File: config.mk
export PLATFORM = sky130hd
export DESIGN_NAME = rom_stream_reader
export DESIGN_NICKNAME = d
export VERILOG_FILES = /design/src/rtl/rom_stream_reader_pkg.sv /design/src/rtl/rom_stream_reader_rd_fifo.sv /design/src/rtl/rom_stream_reader.sv
export SDC_FILE = /design/constraint.sdc
export NUM_CORES = 1
export LEC_CHECK = 0
export ABC_AREA = 1
export CORE_MARGIN = 10
export CORE_UTILIZATION = 31
export CTS_CLUSTER_SIZE = 40
export DETAILED_ROUTE_END_ITERATION = 8
export GPL_TIMING_DRIVEN = 0
export SLEW_MARGIN = 30
export SYNTH_ARGS = -nofsm -noshare
export SYNTH_HDL_FRONTEND = slang
export SYNTH_SLANG_ARGS = --single-unit
File: constraint.sdc
create_clock -name clk -period 4.1 [get_ports clk]
set_input_delay 0.82 -clock clk [delete_from_list [all_inputs] [get_ports clk]]
set_output_delay 0.82 -clock clk [all_outputs]
set_load 0.01 [all_outputs]
File: src/rtl/rom_stream_reader_pkg.sv
// Shared types and constants for the ROM stream reader: word width and sequencer states.
package rom_stream_reader_pkg;
  localparam int DATA_BITS = 32;

  typedef enum logic [1:0] {
    IDLE  = 2'd0,
    RUN   = 2'd1,
    DRAIN = 2'd2,
    DONE  = 2'd3
  } state_t;
endpackage

File: src/rtl/rom_stream_reader_rd_fifo.sv
// Small shift-style capture FIFO whose entry 0 is the registered stream head.
module rom_rd_fifo #(
  parameter int WIDTH = 33,
  parameter int DEPTH = 2,
  parameter int CW    = $clog2(DEPTH + 1)
) (
  input  logic             clk,
  input  logic             rst,
  input  logic             push,
  input  logic [WIDTH-1:0] push_data,
  input  logic             pop,
  output logic [WIDTH-1:0] head_data,
  output logic             head_valid,
  output logic [CW-1:0]    count
);
  logic [WIDTH-1:0] data_reg [DEPTH];
  logic [WIDTH-1:0] shifted  [DEPTH];
  logic [CW-1:0]    count_reg;
  logic [CW-1:0]    count_next;
  logic             valid_reg;
  logic             pop_en;
  logic             push_en;

  assign pop_en  = pop & valid_reg;
  assign push_en = push & ((int'(count_reg) < DEPTH) | pop_en);

  always_comb begin
    count_next = count_reg;
    case ({push_en, pop_en})
      2'b10:   count_next = count_reg + 1'b1;
      2'b01:   count_next = count_reg - 1'b1;
      default: count_next = count_reg;
    endcase
  end

  always_ff @(posedge clk) begin
    if (rst) begin
      count_reg <= '0;
      valid_reg <= 1'b0;
    end else begin
      count_reg <= count_next;
      valid_reg <= (count_next != '0);
    end
  end

  // On pop every entry takes its successor; a push lands just past the surviving entries.
  generate
    for (genvar gi = 0; gi < DEPTH; gi++) begin : g_entry
      if (gi < DEPTH - 1) begin : g_mid
        assign shifted[gi] = data_reg[gi+1];
      end else begin : g_tail
        assign shifted[gi] = '0;
      end

      always_ff @(posedge clk) begin
        if (rst) begin
          data_reg[gi] <= '0;
        end else if (pop_en) begin
          if (push_en && gi == int'(count_reg) - 1)
            data_reg[gi] <= push_data;
          else if (gi < int'(count_reg) - 1)
            data_reg[gi] <= shifted[gi];
        end else if (push_en && gi == int'(count_reg)) begin
          data_reg[gi] <= push_data;
        end
      end
    end
  endgenerate

  assign head_data  = data_reg[0];
  assign head_valid = valid_reg;
  assign count      = count_reg;
endmodule

File: src/rtl/rom_stream_reader.sv
// Reads a run of consecutive ROM words and streams them out over valid/ready,
// hiding the ROM's one-cycle registered read latency behind a small capture FIFO.
module rom_stream_reader
  import rom_stream_reader_pkg::*;
#(
  parameter int ADDR_BITS  = 10,
  parameter int FIFO_DEPTH = 2
) (
  input  logic                 clk,
  input  logic                 rst,
  input  logic                 start,
  input  logic [ADDR_BITS-1:0] start_addr,
  input  logic [ADDR_BITS:0]   length,
  output logic                 busy,
  output logic                 done,
  output logic                 rom_cs,
  output logic                 rom_oe,
  output logic [ADDR_BITS-1:0] rom_a,
  input  logic [DATA_BITS-1:0] rom_do,
  output logic [DATA_BITS-1:0] out_data,
  output logic                 out_valid,
  input  logic                 out_ready,
  output logic                 out_last
);
  localparam int CW = $clog2(FIFO_DEPTH + 1);

  state_t               state_reg, state_next;
  logic [ADDR_BITS-1:0] addr_reg;
  logic [ADDR_BITS:0]   len_reg;
  logic [ADDR_BITS:0]   issue_cnt_reg;
  logic [ADDR_BITS:0]   ret_cnt_reg;
  logic                 rom_oe_reg;

  logic [DATA_BITS:0]   head_data;
  logic                 head_valid;
  logic [CW-1:0]        fifo_count;
  logic                 pop;
  logic                 issue_ok;
  logic                 last_issue;
  logic                 push_last;
  logic [CW:0]          occupancy;

  assign pop       = head_valid & out_ready;
  // Slots already committed: stored words plus the read returning this cycle, less the word leaving.
  assign occupancy = {1'b0, fifo_count} + (CW+1)'(rom_oe_reg) - (CW+1)'(pop);
  assign issue_ok  = occupancy < (CW+1)'(FIFO_DEPTH);
  assign push_last = (ret_cnt_reg == len_reg - 1'b1);

  always_comb begin
    state_next = state_reg;
    rom_cs     = 1'b0;
    last_issue = 1'b0;
    case (state_reg)
      IDLE: begin
        if (start)
          state_next = (length == '0) ? DONE : RUN;
      end
      RUN: begin
        rom_cs     = issue_ok;
        last_issue = issue_ok && (issue_cnt_reg == len_reg - 1'b1);
        if (last_issue)
          state_next = DRAIN;
      end
      DRAIN: begin
        if (pop && head_data[DATA_BITS])
          state_next = DONE;
      end
      DONE:    state_next = IDLE;
      default: state_next = IDLE;
    endcase
  end

  always_ff @(posedge clk) begin
    if (rst) begin
      state_reg     <= IDLE;
      addr_reg      <= '0;
      len_reg       <= '0;
      issue_cnt_reg <= '0;
      ret_cnt_reg   <= '0;
      rom_oe_reg    <= 1'b0;
    end else begin
      state_reg  <= state_next;
      rom_oe_reg <= rom_cs;
      if (state_reg == IDLE && start) begin
        addr_reg      <= start_addr;
        len_reg       <= length;
        issue_cnt_reg <= '0;
        ret_cnt_reg   <= '0;
      end else begin
        if (rom_cs) begin
          addr_reg      <= addr_reg + 1'b1;
          issue_cnt_reg <= issue_cnt_reg + 1'b1;
        end
        if (rom_oe_reg)
          ret_cnt_reg <= ret_cnt_reg + 1'b1;
      end
    end
  end

  rom_rd_fifo #(
    .WIDTH (DATA_BITS + 1),
    .DEPTH (FIFO_DEPTH),
    .CW    (CW)
  ) u_fifo (
    .clk        (clk),
    .rst        (rst),
    .push       (rom_oe_reg),
    .push_data  ({push_last, rom_do}),
    .pop        (pop),
    .head_data  (head_data),
    .head_valid (head_valid),
    .count      (fifo_count)
  );

  assign busy      = (state_reg == RUN) || (state_reg == DRAIN);
  assign done      = (state_reg == DONE);
  assign rom_oe    = rom_oe_reg;
  assign rom_a     = addr_reg;
  assign out_data  = head_data[DATA_BITS-1:0];
  assign out_valid = head_valid;
  assign out_last  = head_data[DATA_BITS] & head_valid;
endmodule

Yosys cells after proc, flatten, opt, wreduce, memory -nomap -nowiden

Memory sizes are Yosys's and may differ from the RTL's.
Cells that the tools add are included.

Memories: 1
RAM bits: 66
Output and inout port bits: 48
Bits in registers: 49

Eq/ne operators: 12
Bitwise gates (word level): 11
$add $sub $neg: 9
Muxes and demuxes: 43
Order comparisons: 4
Reduce and logical (&&, ||, !) cells: 16

Memories:

| name            | words | bits a word | rd ports | clocked after memory_dff | write ports | line                            | source |
|---|---|---|---|---|---|---|---|
| u_fifo.data_reg | 2     | 33          | 2        | 0                        | 2           | rom_stream_reader_rd_fifo.sv:16 | `logic [WIDTH-1:0] data_reg [DEPTH];` |

Operator list:

| cell                                                                 | count |
|---|---|
| 33-bit two-way mux                                                   | 6 |
| 2-bit by 32-bit == test with 1-bit output, first input constant      | 1 |
| 32-bit zero test                                                     | 1 |
| 1-bit by 32-bit < comparator with 1-bit output, first input constant | 1 |
| 2-bit by 32-bit < comparator with 1-bit output, first input constant | 1 |
| 1-bit two-way mux                                                    | 29 |
| 11-bit by 1-bit adder with 11-bit output, second input constant      | 2 |
| 11-bit == test                                                       | 2 |
| 10-bit two-way mux                                                   | 2 |
| 11-bit zero test                                                     | 1 |
| 11-bit by 1-bit subtractor with 11-bit output, second input constant | 1 |
| 10-bit by 1-bit adder with 10-bit output, second input constant      | 1 |
| 2-bit two-way mux                                                    | 4 |
| 2-bit one-hot mux with 4 select lines                                | 1 |
| 1-bit logical AND                                                    | 7 |
| 1-bit bitwise OR                                                     | 7 |
| 2-bit == test, second input constant                                 | 3 |
| 2-bit != test, second input constant                                 | 3 |
| 1-bit AND                                                            | 4 |
| 2-bit by 1-bit == test with 1-bit output, second input constant      | 2 |
| 2-bit zero test                                                      | 2 |
| 2-bit one-hot mux with 2 select lines                                | 1 |
| 2-bit nonzero test                                                   | 2 |
| 2-bit by 1-bit adder with 3-bit output                               | 1 |
| other kinds (10)                                                     | 10 |

Depth between registers and ports, before layout

Gate-level depths: netlist of run 1.

Word-level depth: 12
Mapped depth: 19
Depth with buffers taken out: 19

Modules after synthesis

From an unflattened synthesis of run 1, not the netlist that was laid out.

Cells, all modules: 766
Area total of the unflattened synthesis: 6197.2 um2

Modules (own cells, without submodules):

| module            | sequential area each (um2) | area an instance (um2) | instances | cells each |
|---|---|---|---|---|
| rom_rd_fifo       | 2042.0                     | 3330.7                 | 1         | 328 |
| rom_stream_reader | 920.9                      | 2866.5                 | 1         | 438 |

Worst setup path after synthesis of run 1

No wires, ideal clock.

Path type: input -> output
From: in out_ready
To: out rom_cs
Arrival time: 2.146 ns
Cell stages on the path: 10
Buffers on the path: 0
Slack: 1.134 ns
Path through: nand2_1 inv_1 ha_1 nor2_1 fa_1 nand2_1 inv_1 nor2_4 nand3_4 inv_2

Cells in the longest elaborated chain, start to end: 4

Ends and longest elaborated chain:

| what                                          | line                    | source |
|---|---|---|
| start: declaration                            | rom_stream_reader.sv:22 | `input logic out_ready,` |
| 1-bit AND                                     | rom_stream_reader.sv:43 | `assign pop = head_valid & out_ready;` |
| 3-bit by 1-bit subtractor with 3-bit output   | rom_stream_reader.sv:45 | `assign occupancy = {1'b0, fifo_count} + (CW+1)'(rom_oe_reg) - (CW+1)'(pop);` |
| 3-bit by 2-bit < comparator with 1-bit output | rom_stream_reader.sv:46 | `assign issue_ok = occupancy < (CW+1)'(FIFO_DEPTH);` |
| 1-bit two-way mux                             | rom_stream_reader.sv:53 | `case (state_reg)` |
| end: declaration                              | rom_stream_reader.sv:16 | `output logic rom_cs,` |

Every way passes these cells.

Worst setup path in the final report of run 1

Same ends and word-level chain as after synthesis.

==> summary.txt, run 1 <==
largest net degree at the start of global routing - 19
Worst setup EP type - primary output
Mapped Cells - 722
Setup WS post-layout - 285 ps
Primary FF master, synth - edfxtp_1
Gate power share - 30.8%
WHS Path Cells - 2
mux cell area share after synthesis - 0%
DP Cell Count - 1064
GRT overflow - 0
max reg flops - 66
Initial Util - 31.6%
Hold Startpoint - rom_a[9]
Synth Area in Adders - 2.66%
CTS buffer count - 17
area of the multi-input gates - 2260 µm²
status - finished clean
Final Hold Vio Count - 0
post-CTS sizing - 1
Root Buffer Master - clkbuf_16
GR Util met1 - 15.4%
Core ar. - 18800 µm²
crit path kind - input port to primary output
first-pass GRT wire length - 24000 µm
via count - 4990
CTS tree - built
CP startpoint - out_ready
Crit Reg-Reg Endpoint - issue_cnt_reg[10]
Setup TNS Final - 0 ps
Final Net Count - 918
critical path peak fanout - 10
initial antenna violation count - 0
worst rel slew slack - 60.6%
Sw Share - 33.4%
clock sinks - 115
Routed WL - 14900 µm
Most Crowded Layer GR - met2
Yosys warnings - 0
r2r setup slk - 1420 ps
post-route cell area - 7890 µm²
CP startpoint kind - input port
Slew Limit Fails - 0
H-tree Lvls - 4
Pre-antenna DRT Iters - 5
Hold Path End - rom_a[9]
Max clock buf depth - 2
RSZ-0062 raised after global routing - no
fraction of the mapped netlist area in simple logic gates - 22.5%
Compound-Gate Fraction of Synth Area - 11.1%
Arrival @ worst endpoint - 2990 ps
Seq cells post-synth - 115
largest family of logic cells by synthesized area - simple AND/OR/NAND/NOR gates
Syn Std Cell Area - 5940 µm²
share of cells above drive strength 1 - 10.6%
Worst-Skew Late Latency - 410 ps
die area - 25100 µm²
GRT met3 Usage - 3.40%
Clock power frac - 33.8%
Area Overhead vs Synth - 33.0%
Synth Area in XOR/XNOR - 1.85%
GRT met2 Usage - 18.4%
final RePlAce weighted congestion - 0.873
worst reg2reg path startpoint - u_fifo.head_valid
num rows - 50
# setup viols final - 0
EDFF count, synth - 66
Via-to-Cell Ratio - 4.55
Final Instance Count excl. Fillers - 1096
ys async rst share - 0%
syn nets - 791
Period minus WS final - 3810 ps
final worst path period share - 93.0%
total power - 4.25 mW
vias in the first global route - 4781
placed cell areas - 7330 µm²
internal power - 2.83 mW
Vert. Die Dim - 158 µm
register area share after synthesis - 49.9%
Ports - 105
filler instances - 1876
Power Density - 538 nW/µm²
Synth cell types - 38
die width - 158 µm
dpl hpwl - 11400 µm
Reg2Reg Depth - 13
Tot GR Track Use - 12.0%
Routed Antenna Nets - 0
Seq. cell area - 2960 µm²
Flop pwr share - 35.4%
Post-CTS Setup Repair Bufs - 0
Antenna Cells - 0
worst ir drop on vdd - 0.000307 V
Max Freq - 262 MHz
drc violations - 0
Final Skew - 9.01 ps
Req. time, crit path - 3280 ps
P_sw - 1.42 mW
Hold Buf Count CTS - 0
Place WS - -8.05 ps
drt initial violations - 290
Max Cap Viol - 0
Static Leak - 3.20 nW
routed wire length per instance - 13.6 µm
syn_area_per_cell - 8.22 µm²
Clk pin slew, worst setup/hold paths - 50 ps
Min-Delay Path Class - flip-flop to flip-flop
worst-margin pin slew - 591 ps
IO buf count - 104
how the worst max path moves through the flow:
stage	slack, ps	endpoint
3_3_place_gp	-320	u_fifo.data_reg[0][31]
6_report	290	rom_cs
3_5_place_dp	-8	rom_cs
2_1_floorplan	1130	rom_cs
5_1_grt	140	rom_cs
4_1_cts	250	rom_cs
cells by family after synthesis:
| kind of cell | Yosys count |
|---|---|
| DFF | 115 |
| buffers and inverters | 156 |
| AOI/OAI and AO/OA | 127 |
| adders and majority gates | 12 |
| xor gates and xnor gates | 11 |
| and+or+nand+nor | 301 |
power groups by stage:
stage          clock network (mW)  registers [mW]  logic [mW]
3_3_place_gp                    0            1.53        1.30
5_1_grt                      1.51            1.53        1.49
3_5_place_dp                    0            1.53        1.32
4_1_cts                      1.46            1.50        1.32
2_1_floorplan                   0            1.51       0.834
6_report                     1.44            1.50        1.31
worst max-delay path, stage by stage:
cell and delay [ps]:
clkdlybuf4s50_1 410, nand2_1 150, inv_1 70, ha_1 260
nor2_1 130, fa_1 430, inv_1 120, nand3_4 160
inv_2 140, dlygate4sd2_1 290
through the flow:
stage	hold WS, ps	utilization, %
floorplan	463	-
global placement	489	38.7
detailed placement	497	39.0
CTS	505	42.1
global route	528	42.1
finish	506	42.1
cell usage in the layout (no fill, tap or decap), drive strengths merged, types with 3 or more instances in the layout:
cell | synthesis | layout
clkdlybuf4s50 | 0 | 103
a21oi | 39 | 39
nor2 | 80 | 80
nor4 | 6 | 6
edfxtp | 66 | 66
o21ai | 79 | 79
nor3 | 21 | 21
nand2 | 133 | 133
inv | 107 | 108
nand3 | 52 | 52
clkinvlp | 0 | 3
nand4 | 7 | 7
clkbuf | 10 | 29
dfxtp | 49 | 49
clkinv | 1 | 8
buf | 38 | 42
ha | 11 | 11
xor2 | 10 | 10
metal layers:
metal / up-vias / wire (µm)
met5: - / 0
met4: 0 / 250
met3: 16 / 934
met2: 103 / 6730
met1: 2256 / 6990
li1: 2615 / -
synth_stat cells, types with 2 or more instances:
library cell / instances / area share (%)
nor2_4: 3 / 0.57
clkbuf_1: 10 / 0.63
edfxtp_1: 66 / 33
inv_2: 6 / 0.38
buf_2: 5 / 0.42
nor4_1: 6 / 0.63
a21oi_1: 39 / 3.3
nor3_1: 18 / 1.5
nand3_1: 50 / 4.2
a31oi_1: 2 / 0.21
nand2_2: 2 / 0.21
nor2_2: 3 / 0.32
nor2_1: 74 / 4.7
o21ai_1: 3 / 0.25
ha_1: 11 / 2.3
buf_4: 32 / 4.0
nor3_2: 2 / 0.34
inv_1: 101 / 6.4
nand2_1: 131 / 8.3
nand4_1: 7 / 0.74
o21ai_0: 76 / 6.4
xor2_1: 10 / 1.5
o211ai_1: 2 / 0.25
dfxtp_1: 49 / 17
cell type report:
type                            count  share of cell area [%]
Buffer                             48                    3.88
Clock buffer                       19                    5.48
Clock inverter                     13                    1.73
Inverter                          108                    5.14
Multi-Input combinational cell    451                    28.7
Sequential cell                   115                    37.5
Tap cell                          234                    3.71
Timing Repair Buffer              108                    13.9
(Power assumes the default switching activity.)
==> run 2: changes to the inputs <==
--- a/config.mk
+++ b/config.mk
@@ -11,6 +11,7 @@
 export CTS_CLUSTER_SIZE = 40
 export DETAILED_ROUTE_END_ITERATION = 8
 export GPL_TIMING_DRIVEN = 0
+export HOLD_SLACK_MARGIN = 0.15
 export SLEW_MARGIN = 30
 export SYNTH_ARGS = -nofsm -noshare
 export SYNTH_HDL_FRONTEND = slang
==> results of run 2 <==
No change in the layout: final DEF, timing and power equal those of run 1.
